**config.mk**
```make
export PLATFORM = sky130hd
export DESIGN_NAME = dsp_ctr_nd
export DESIGN_NICKNAME = d
export VERILOG_FILES = /design/src/rtl/dsp_ctr_nd.sv
export SDC_FILE = /design/constraint.sdc
export NUM_CORES = 1
export LEC_CHECK = 0
export ABC_AREA = 1
export CELL_PAD_IN_SITES_DETAIL_PLACEMENT = 0
export CELL_PAD_IN_SITES_GLOBAL_PLACEMENT = 1
export CORE_MARGIN = 4
export CORE_UTILIZATION = 36
export DETAILED_ROUTE_END_ITERATION = 10
export GPL_TIMING_DRIVEN = 0
export PLACE_DENSITY = 0.79
export SYNTH_ARGS = -nofsm -noshare
export SYNTH_HDL_FRONTEND = slang
export SYNTH_HIERARCHICAL = 1
export SYNTH_SLANG_ARGS = --single-unit
```
**constraint.sdc**
```tcl
create_clock -name clk -period 2.01 [get_ports clk]
set_clock_uncertainty 0.05 [all_clocks]
set_input_delay 0.402 -clock clk [delete_from_list [all_inputs] [get_ports clk]]
set_output_delay 0.402 -clock clk [all_outputs]
set_load 0.01 [all_outputs]
```
**src/rtl/dsp_ctr_nd.sv**
```systemverilog
// dsp_ctr_nd: NUM_DIMS nested up-counters with a carry chain and loadable end values.
// Wrap or one-shot run control, enable-gated wrap event pipeline, busy/done status.
module dsp_ctr_nd #(
    parameter int COUNTER_WIDTH = 32,
    parameter int NUM_DIMS      = 3,
    parameter int EVENT_LATENCY = 2
) (
    input  logic                              clk,
    input  logic                              rst,
    input  logic                              enable,
    input  logic                              start,
    input  logic                              mode,
    input  logic                              load,
    input  logic [NUM_DIMS*COUNTER_WIDTH-1:0] end_val,
    output logic [NUM_DIMS*COUNTER_WIDTH-1:0] ctr_val,
    output logic [NUM_DIMS-1:0]               ctr_event,
    output logic                              busy,
    output logic                              done
);

    localparam int W  = COUNTER_WIDTH;
    localparam int ND = NUM_DIMS;
    localparam int VW = NUM_DIMS * COUNTER_WIDTH;

    typedef enum logic [0:0] {
        ST_IDLE = 1'b0,
        ST_RUN  = 1'b1
    } state_t;

    state_t          state_r;
    state_t          state_s;
    logic [VW-1:0]   ctr_r;
    logic [VW-1:0]   ctr_s;
    logic [VW-1:0]   end_r;
    logic            mode_r;
    logic            mode_s;
    logic            busy_r;
    logic            done_r;
    logic            done_s;
    logic [ND-1:0]   at_end_s;
    logic [ND-1:0]   carry_s;
    logic [ND-1:0]   ev_raw_s;
    logic            carry_acc_s;
    logic            terminal_s;
    logic [ND-1:0]   ev_pipe_r [EVENT_LATENCY];

    // Per-dimension end compare and ripple carry; >= forces a wrap when end is lowered mid-run.
    always_comb begin
        at_end_s    = {ND{1'b0}};
        carry_s     = {ND{1'b0}};
        carry_acc_s = (state_r == ST_RUN) && enable && !start;
        for (int d = 0; d < ND; d++) begin
            at_end_s[d] = (ctr_r[d*W +: W] >= end_r[d*W +: W]);
            carry_s[d]  = carry_acc_s;
            carry_acc_s = carry_acc_s & at_end_s[d];
        end
        ev_raw_s   = carry_s & at_end_s;
        terminal_s = ev_raw_s[ND-1];
    end

    // Next-state, counter update and done generation; start overrides counting.
    always_comb begin
        state_s = state_r;
        ctr_s   = ctr_r;
        mode_s  = mode_r;
        done_s  = 1'b0;
        if (start) begin
            state_s = ST_RUN;
            ctr_s   = {VW{1'b0}};
            mode_s  = mode;
        end else begin
            for (int d = 0; d < ND; d++) begin
                if (carry_s[d]) begin
                    if (at_end_s[d]) begin
                        ctr_s[d*W +: W] = {W{1'b0}};
                    end else begin
                        ctr_s[d*W +: W] = ctr_r[d*W +: W] + W'(1'b1);
                    end
                end else begin
                    ctr_s[d*W +: W] = ctr_r[d*W +: W];
                end
            end
            case (state_r)
                ST_RUN: begin
                    if (terminal_s && mode_r) begin
                        state_s = ST_IDLE;
                        done_s  = 1'b1;
                    end else begin
                        state_s = ST_RUN;
                    end
                end
                ST_IDLE: begin
                    state_s = ST_IDLE;
                end
                default: begin
                    state_s = ST_IDLE;
                end
            endcase
        end
    end

    // Run-state, counters and status registers.
    always_ff @(posedge clk or negedge rst) begin
        if (!rst) begin
            state_r <= ST_IDLE;
            ctr_r   <= {VW{1'b0}};
            mode_r  <= 1'b0;
            busy_r  <= 1'b0;
            done_r  <= 1'b0;
        end else begin
            state_r <= state_s;
            ctr_r   <= ctr_s;
            mode_r  <= mode_s;
            busy_r  <= (state_s == ST_RUN);
            done_r  <= done_s;
        end
    end

    // End-value register loads on any cycle regardless of enable or state.
    always_ff @(posedge clk or negedge rst) begin
        if (!rst) begin
            end_r <= {VW{1'b0}};
        end else if (load) begin
            end_r <= end_val;
        end else begin
            end_r <= end_r;
        end
    end

    // Wrap event delay line; advances only on enabled cycles and is never flushed by start.
    always_ff @(posedge clk or negedge rst) begin
        if (!rst) begin
            for (int i = 0; i < EVENT_LATENCY; i++) begin
                ev_pipe_r[i] <= {ND{1'b0}};
            end
        end else if (enable) begin
            ev_pipe_r[0] <= ev_raw_s;
            for (int i = 1; i < EVENT_LATENCY; i++) begin
                ev_pipe_r[i] <= ev_pipe_r[i-1];
            end
        end else begin
            for (int i = 0; i < EVENT_LATENCY; i++) begin
                ev_pipe_r[i] <= ev_pipe_r[i];
            end
        end
    end

    assign ctr_val   = ctr_r;
    assign ctr_event = ev_pipe_r[EVENT_LATENCY-1];
    assign busy      = busy_r;
    assign done      = done_r;

    dsp_ctr_nd_chk u_chk (
        .clk  (clk),
        .rst  (rst),
        .busy (busy_r),
        .done (done_r)
    );

endmodule

// dsp_ctr_nd_chk: status invariants of the run controller.
module dsp_ctr_nd_chk (
    input logic clk,
    input logic rst,
    input logic busy,
    input logic done
);

    // done marks IDLE entry, so it never coincides with busy.
    a_done_not_busy: assert property (@(posedge clk) disable iff (!rst) done |-> !busy);

    // done is a single-cycle pulse.
    a_done_pulse: assert property (@(posedge clk) disable iff (!rst) done |=> !done);

endmodule
```
==> flow_summary.toml, run 1 <==
[logic_synthesis]
muxShareOfSynthArea = 0.00271
synth_top_area_frac = 0.404
synthAdderAreaFrac = 0.0995
synth_cell_type_count = 41
yosys_warnings = 6
synthCells = 1618
seq_area_frac_synth = 0.404
syn_nets = 1819
synth_area_leader_cell = "dfrtp_1"
synthSimpleGateAreaFrac = 0.267
synth_xor_area_frac = 0.0528
synth_compound_area_frac = 0.0926
synthTopCellsByArea = "dfrtp_1 40%, nand2_1 12%, ha_1 9.9%, inv_1 6.1%, o21ai_0 5.5%"
ys_ff_latch = 201
synth_area_mm2 = 0.0124
syn_avg_cell_area_um2 = 7.69
synth_top_family_by_area = "simple AND/OR/NAND/NOR gates"

[finish]
layout-drive-gt1-share = 0.228
finalNonFillerCells = 2428
fill_cells = 3226
area_delta_synth_final_pct = 45.1
nets = 2160
utilization = 0.535
mostFrequentLayoutCells = "377 x nand2_1, 190 x inv_1, 119 x dfrtp_1"
layout_commonest_cell = "nand2_1"

[worst_setup_path]
worst_setup_path_end_kind = "register"
cp_top_family = "simple AND/OR/NAND/NOR gates"
crit_arrival_ps = 2620
crit_chain = "ha_4 > nand2_4 > nor2_4 > nand4_1 > nor2_4 > nand4_1 > nand4_1 > inv_2 > buf_6 > nand3_2 > nand2_1"
slowest_stage = "dfrtp_2"
crit_fanout = 5
cpPeakStageDelay_ps = 450
crit_top_cell = "nand4_1"
cp-start-kind = "register"
required_ps = 2370
cp.buffers_inverters = 2
path_class = "register to register"

[route]
routed-via-count = 12194
via_per_inst = 5.02
routedWlPerCell_um = 17.3
drt_pass1_iterations = 5
routed_wl_mm = 42.1
final_antenna_net_count = 0
drc = 0
drt_iter0_markers = 648

[flow_run]
maxCapViolations = 0

[sta]
setup_viol = 95
setup_ws_ps = -249
fin_crit_sh = 1.12
rsz0062_at_grt = "true"
relSlewSlack = 0.503
max_freq_ghz = 0.443
drv_slew = 0
worst_pin_slew_ps = 739
fin_crit_ps = 2260
hold_viol_final = 0

[clocking]
clkTransAtPathRegs_ps = 60
cts_buffers = 26
cts_tree = "built"
h-tree-depth = 1
root_buffer = "clkbuf_16"
clk_latency_ps = 530
clock-sinks = 201
clock_path_buffers = 3

[placement]
io_buffer_count = 200
gp_congestion = 0.896
place_ws_ps = -1480
dp_hpwl_mm = 29.6
placed_cells = 2268

[floorplanning]
dieArea_mm2 = 0.0376
pin_count = 203
core_mm2 = 0.0338
die_h_um = 194
rows = 67
start_util = 0.369
die_width_um = 194

[pwr]
power.leakage_nw = 8.65
ir_worst_vdd_v = 0.000569
power.density_mw_per_mm2 = 567

[global_routing]
grt_pass1_vias = 12050
grt_pass1_wl_mm = 66.0
grt_max_degree = 83
track_usage = 0.212
grt_overflow_total = 0
antenna_found_initial = 3

[status]
violations = "negative setup slack"
status = "finished with violations"

[hold_path]
hold_path_class = "input port to register"
## metrics by stage
step	hold slack, ps	cell area [µm²]	setup TNS (ps)	power (W)
final	279	18100	-16970	0.0102
after global routing	298	18100	-28780	0.0107
after CTS	255	17200	-14380	0.0103
after detailed placement	259	15200	-147630	0.00536
after global placement	410	15200	-1856810	0.00532
after floorplan	56.4	12600	-389	0.00484
## sequential cells by signal, summed over array words and instances, names as in the netlist
signal     cells
mode_r         1
done           1
ev_pipe_r      3
end_r         96
ctr_event      3
busy           1
ctr_val       96
## Yosys cell counts (all sizes together)
| cell type | instances |
|---|---|
| a21o | 1 |
| a21oi | 45 |
| and3 | 1 |
| buf | 22 |
| clkbuf | 28 |
| clkinv | 2 |
| dfrtp | 201 |
| ha | 99 |
| inv | 207 |
| mux2 | 3 |
| nand2 | 413 |
| nand3 | 107 |
| nand3b | 1 |
| nand4 | 39 |
| nor2 | 120 |
| nor3 | 70 |
| nor3b | 1 |
| nor4 | 12 |
| o211ai | 1 |
| o21a | 6 |
| o21ai | 141 |
| o21bai | 4 |
| o22ai | 18 |
| o31ai | 1 |
| xnor2 | 11 |
| xor2 | 64 |
## report_power, final
part	internal, W	switching [W]
sequential	0.00423	0.0000555
clock	0.00300	0.00180
combinational	0.000495	0.000667
total	0.00772	0.00252
## worst register-to-register path: cells and delay by family, from the launching register on
| family | cells | cell delay (ps) |
|---|---|---|
| and+or+nand+nor | 8 | 1060 |
| DFF | 1 | 450 |
| adders and majority gates | 1 | 300 |
| buffers and inverters | 2 | 270 |
## kinds of logic after synthesis
family	Yosys count
AO/OA/AOI/OAI	217
XOR/XNOR	75
adder cells (fa/ha/maj)	99
buffers and inverters	259
flip-flops	201
multiplexers	3
AND/OR/NAND/NOR	764
## final timing paths
kind	start	end	slack, ps	cells past startpoint
max	ctr_val[95]	ctr_val[91]	-250	11
max in group asynchronous	rst	ctr_val[46]	380	4
max reg2reg	ctr_val[95]	ctr_val[91]	-250	11
min in group asynchronous	rst	end_r[11]	300	2
min	start	ctr_val[67]	280	4
min reg2reg	mode_r	mode_r	420	2
## final cells by class
type	count	area [µm²]	area share
Buffer	50	343	0.0190
Timing Repair Buffer	313	2950	0.163
Inverter	209	813	0.0450
Sequential cell	201	5130	0.284
Clock buffer	43	816	0.0451
Clock inverter	5	75.1	0.00415
Multi-Input combinational cell	1158	7380	0.408
Tap cell	448	561	0.0310
Antenna cell	1	2.50	0.000138
## layer usage
| metal | part of all wire | GRT usage | routed length, µm | up-vias |
|---|---|---|---|---|
| met5 | 0.00059 | 0 | 25 | - |
| met4 | 0.020 | 0.0464 | 838 | 4 |
| met3 | 0.054 | 0.0318 | 2260 | 59 |
| met2 | 0.47 | 0.352 | 19800 | 305 |
| met1 | 0.45 | 0.295 | 19100 | 5851 |
| li1 | - | - | - | 5975 |
## what timing repair did
| action | CTS | global route |
|---|---|---|
| hold buffers | 1 | 0 |
| gates resized for setup | 236 | 160 |
| endpoints found under the hold margin | 40 | 0 |
| endpoints found under the setup margin | 281 | 125 |
| gates cloned | 3 | 3 |
| setup buffers | 72 | 33 |
| pin swaps | 27 | 28 |
Note: power is estimated with default switching activity, not from simulation.
==> run 2: changes to the inputs <==
--- a/config.mk
+++ b/config.mk
@@ -10,6 +10,7 @@
 export CELL_PAD_IN_SITES_GLOBAL_PLACEMENT = 1
 export CORE_MARGIN = 4
 export CORE_UTILIZATION = 36
+export CTS_CLUSTER_DIAMETER = 200
 export DETAILED_ROUTE_END_ITERATION = 10
 export GPL_TIMING_DRIVEN = 0
 export PLACE_DENSITY = 0.79
==> results of run 2 <==
The final DEF is identical to that of run 1; final timing and power are the same.
==> run 3: changes to the inputs <==
--- a/config.mk
+++ b/config.mk
@@ -13,6 +13,7 @@
 export CTS_CLUSTER_DIAMETER = 200
 export DETAILED_ROUTE_END_ITERATION = 10
 export GPL_TIMING_DRIVEN = 0
+export MAX_ROUTING_LAYER = met4
 export PLACE_DENSITY = 0.79
 export SYNTH_ARGS = -nofsm -noshare
 export SYNTH_HDL_FRONTEND = slang
==> run 3 against run 2 <==
Effect of this change:
- the flow still finishes with violations (negative setup slack)
- clock power is 0.8% higher
- sequential share of layout area is 1.0 points lower
- via count is 2.2% higher
- combinational power is 4% higher
- worst hold slack hardly changed
- die area stayed put
- first-iteration DRC count is 15% higher
- register-to-register slack hardly changed
- total power is 0.93% higher
- design area is 3.6% higher
- highest routed layer is now met4
==> flow_summary.toml, run 3 (synthesis gave the netlist of run 1 again) <==
[placement]
gp_congestion = 0.907
io_buffer_count = 200
place_ws_ps = -1470
dpl_cell_area_mm2 = 0.0152
dp_hpwl_mm = 29.4

[route]
drt_pass1_iterations = 6
routed_wl_mm = 43.5
via_per_inst = 5.03
drc = 0
routedWlPerCell_um = 17.6
drt_iter0_markers = 743
final_antenna_net_count = 0
routed-via-count = 12466

[finish]
fill_cells = 3121
nets = 2210
area_delta_synth_final_pct = 50.4
layout_commonest_cell = "nand2_1"
layout-drive-gt1-share = 0.261
register_area_mm2 = 0.00513
diodes = 0
final_area_mm2 = 0.0187
multiInputGateArea_mm2 = 0.00762
mostFrequentLayoutCells = "369 x nand2_1, 186 x inv_1, 144 x buf_4"

[sta]
worst_pin_slew_ps = 893
setup_viol = 95
fin_crit_ps = 2260
hold_viol_final = 0
fin_crit_sh = 1.13
rsz0062_at_grt = "true"
setup_ws_ps = -252
relSlewSlack = 0.405
holdWs_ps = 280
max_freq_ghz = 0.442
drv_slew = 0

[worst_setup_path]
crit_arrival_ps = 2630
cp-start-kind = "register"
crit_fanout = 5
path_class = "register to register"
required_ps = 2370
worst_setup_path_end_kind = "register"

[floorplanning]
die_width_um = 194
dieArea_mm2 = 0.0376
die_h_um = 194
rows = 67
core_mm2 = 0.0338
pin_count = 203
start_util = 0.369

[clocking]
cts_buffers = 26
clk_latency_ps = 540
cts_tree = "built"
clock-sinks = 201
clock_path_buffers = 3
clkTransAtPathRegs_ps = 60
h-tree-depth = 1
root_buffer = "clkbuf_16"

[global_routing]
grt_pass1_vias = 12234
grt_pass1_wl_mm = 67.2
grt_overflow_total = 0
track_usage = 0.225
grt_max_degree = 108
antenna_found_initial = 1

[pwr]
ir_worst_vdd_v = 0.000647
power.leakage_nw = 9.01
power.density_mw_per_mm2 = 552
p_total_w = 0.0103

[status]
violations = "negative setup slack"
status = "finished with violations"

[flow_run]
maxCapViolations = 0

[hold_path]
hold_path_class = "input port to register"
## run 3: cell count changes in the layout (fill, tap and decap cells not counted), moves of 6 or more
cell / change
dlygate4sd2_1: +8
o21ai_0: -6
nand2_2: +8
nand3_1: -7
buf_6: +7
o22ai_1: -8
buf_4: +32
nand2_1: -8
o22ai_2: +7
## run 3: final timing paths
kind	from	end	slack (ps)	depth (start not counted)
max	ctr_val[95]	ctr_val[64]	-250	11
min	start	ctr_val[67]	280	4
max reg2reg	ctr_val[95]	ctr_val[64]	-250	11
min reg2reg	ev_pipe_r[4]	ctr_event[1]	420	2
max in group asynchronous	rst	ctr_val[82]	410	3
min in group asynchronous	rst	end_r[8]	470	2
## run 3: cell type report
type | instances | share of cell area
clock inverters | 6 | 0.00428
inverters | 209 | 0.0434
repair inverters | 1 | 0.000334
plain buffers | 50 | 0.0189
flip-flops and latches | 201 | 0.274
repair buffers | 362 | 0.179
clock buffers | 41 | 0.0432
multi-input cells | 1158 | 0.407
well taps | 448 | 0.0299
## run 3: per-stage QoR
| step | instances | util | setup TNS (ps) |
|---|---|---|---|
| after CTS | 2422 | 0.521 | -15010 |
| after floorplan | 1618 | - | -389 |
| after global placement | 2266 | 0.449 | -1850150 |
| final | 2476 | 0.554 | -18690 |
| after detailed placement | 2267 | 0.450 | -146630 |
| after global routing | 2476 | 0.554 | -29200 |
## run 3: worst max-delay path, stage by stage, from the launching register on
cell and delay [ps]:
dfrtp_2 450, ha_4 290, nand2_4 50, nor2_4 70, nand4_1 190, nor2_4 240
nand4_1 170, nand4_1 200, inv_2 120, buf_6 160, nand3_1 90, nand2_1 60
## run 3: repair_timing
action                                 4_1_cts  5_1_grt
endpoints found under the hold margin      106        0
setup endpoints to repair                  285      120
cloned                                       3        5
hold buffers                                 1        0
gates resized for setup                    297      166
setup buffers                              104       49
pin swaps                                   57       39
## run 3: power breakdown
part | internal (W) | switching, W
Clock | 0.00299 | 0.00185
Sequential | 0.00422 | 0.0000553
Combinational | 0.000521 | 0.000694
## run 3: per-layer routing
metal | share of wire | global-route usage
met4 | 0.026 | 0.0568
met1 | 0.45 | 0.303
met2 | 0.47 | 0.355
met5 | 0 | -
met3 | 0.058 | 0.0384
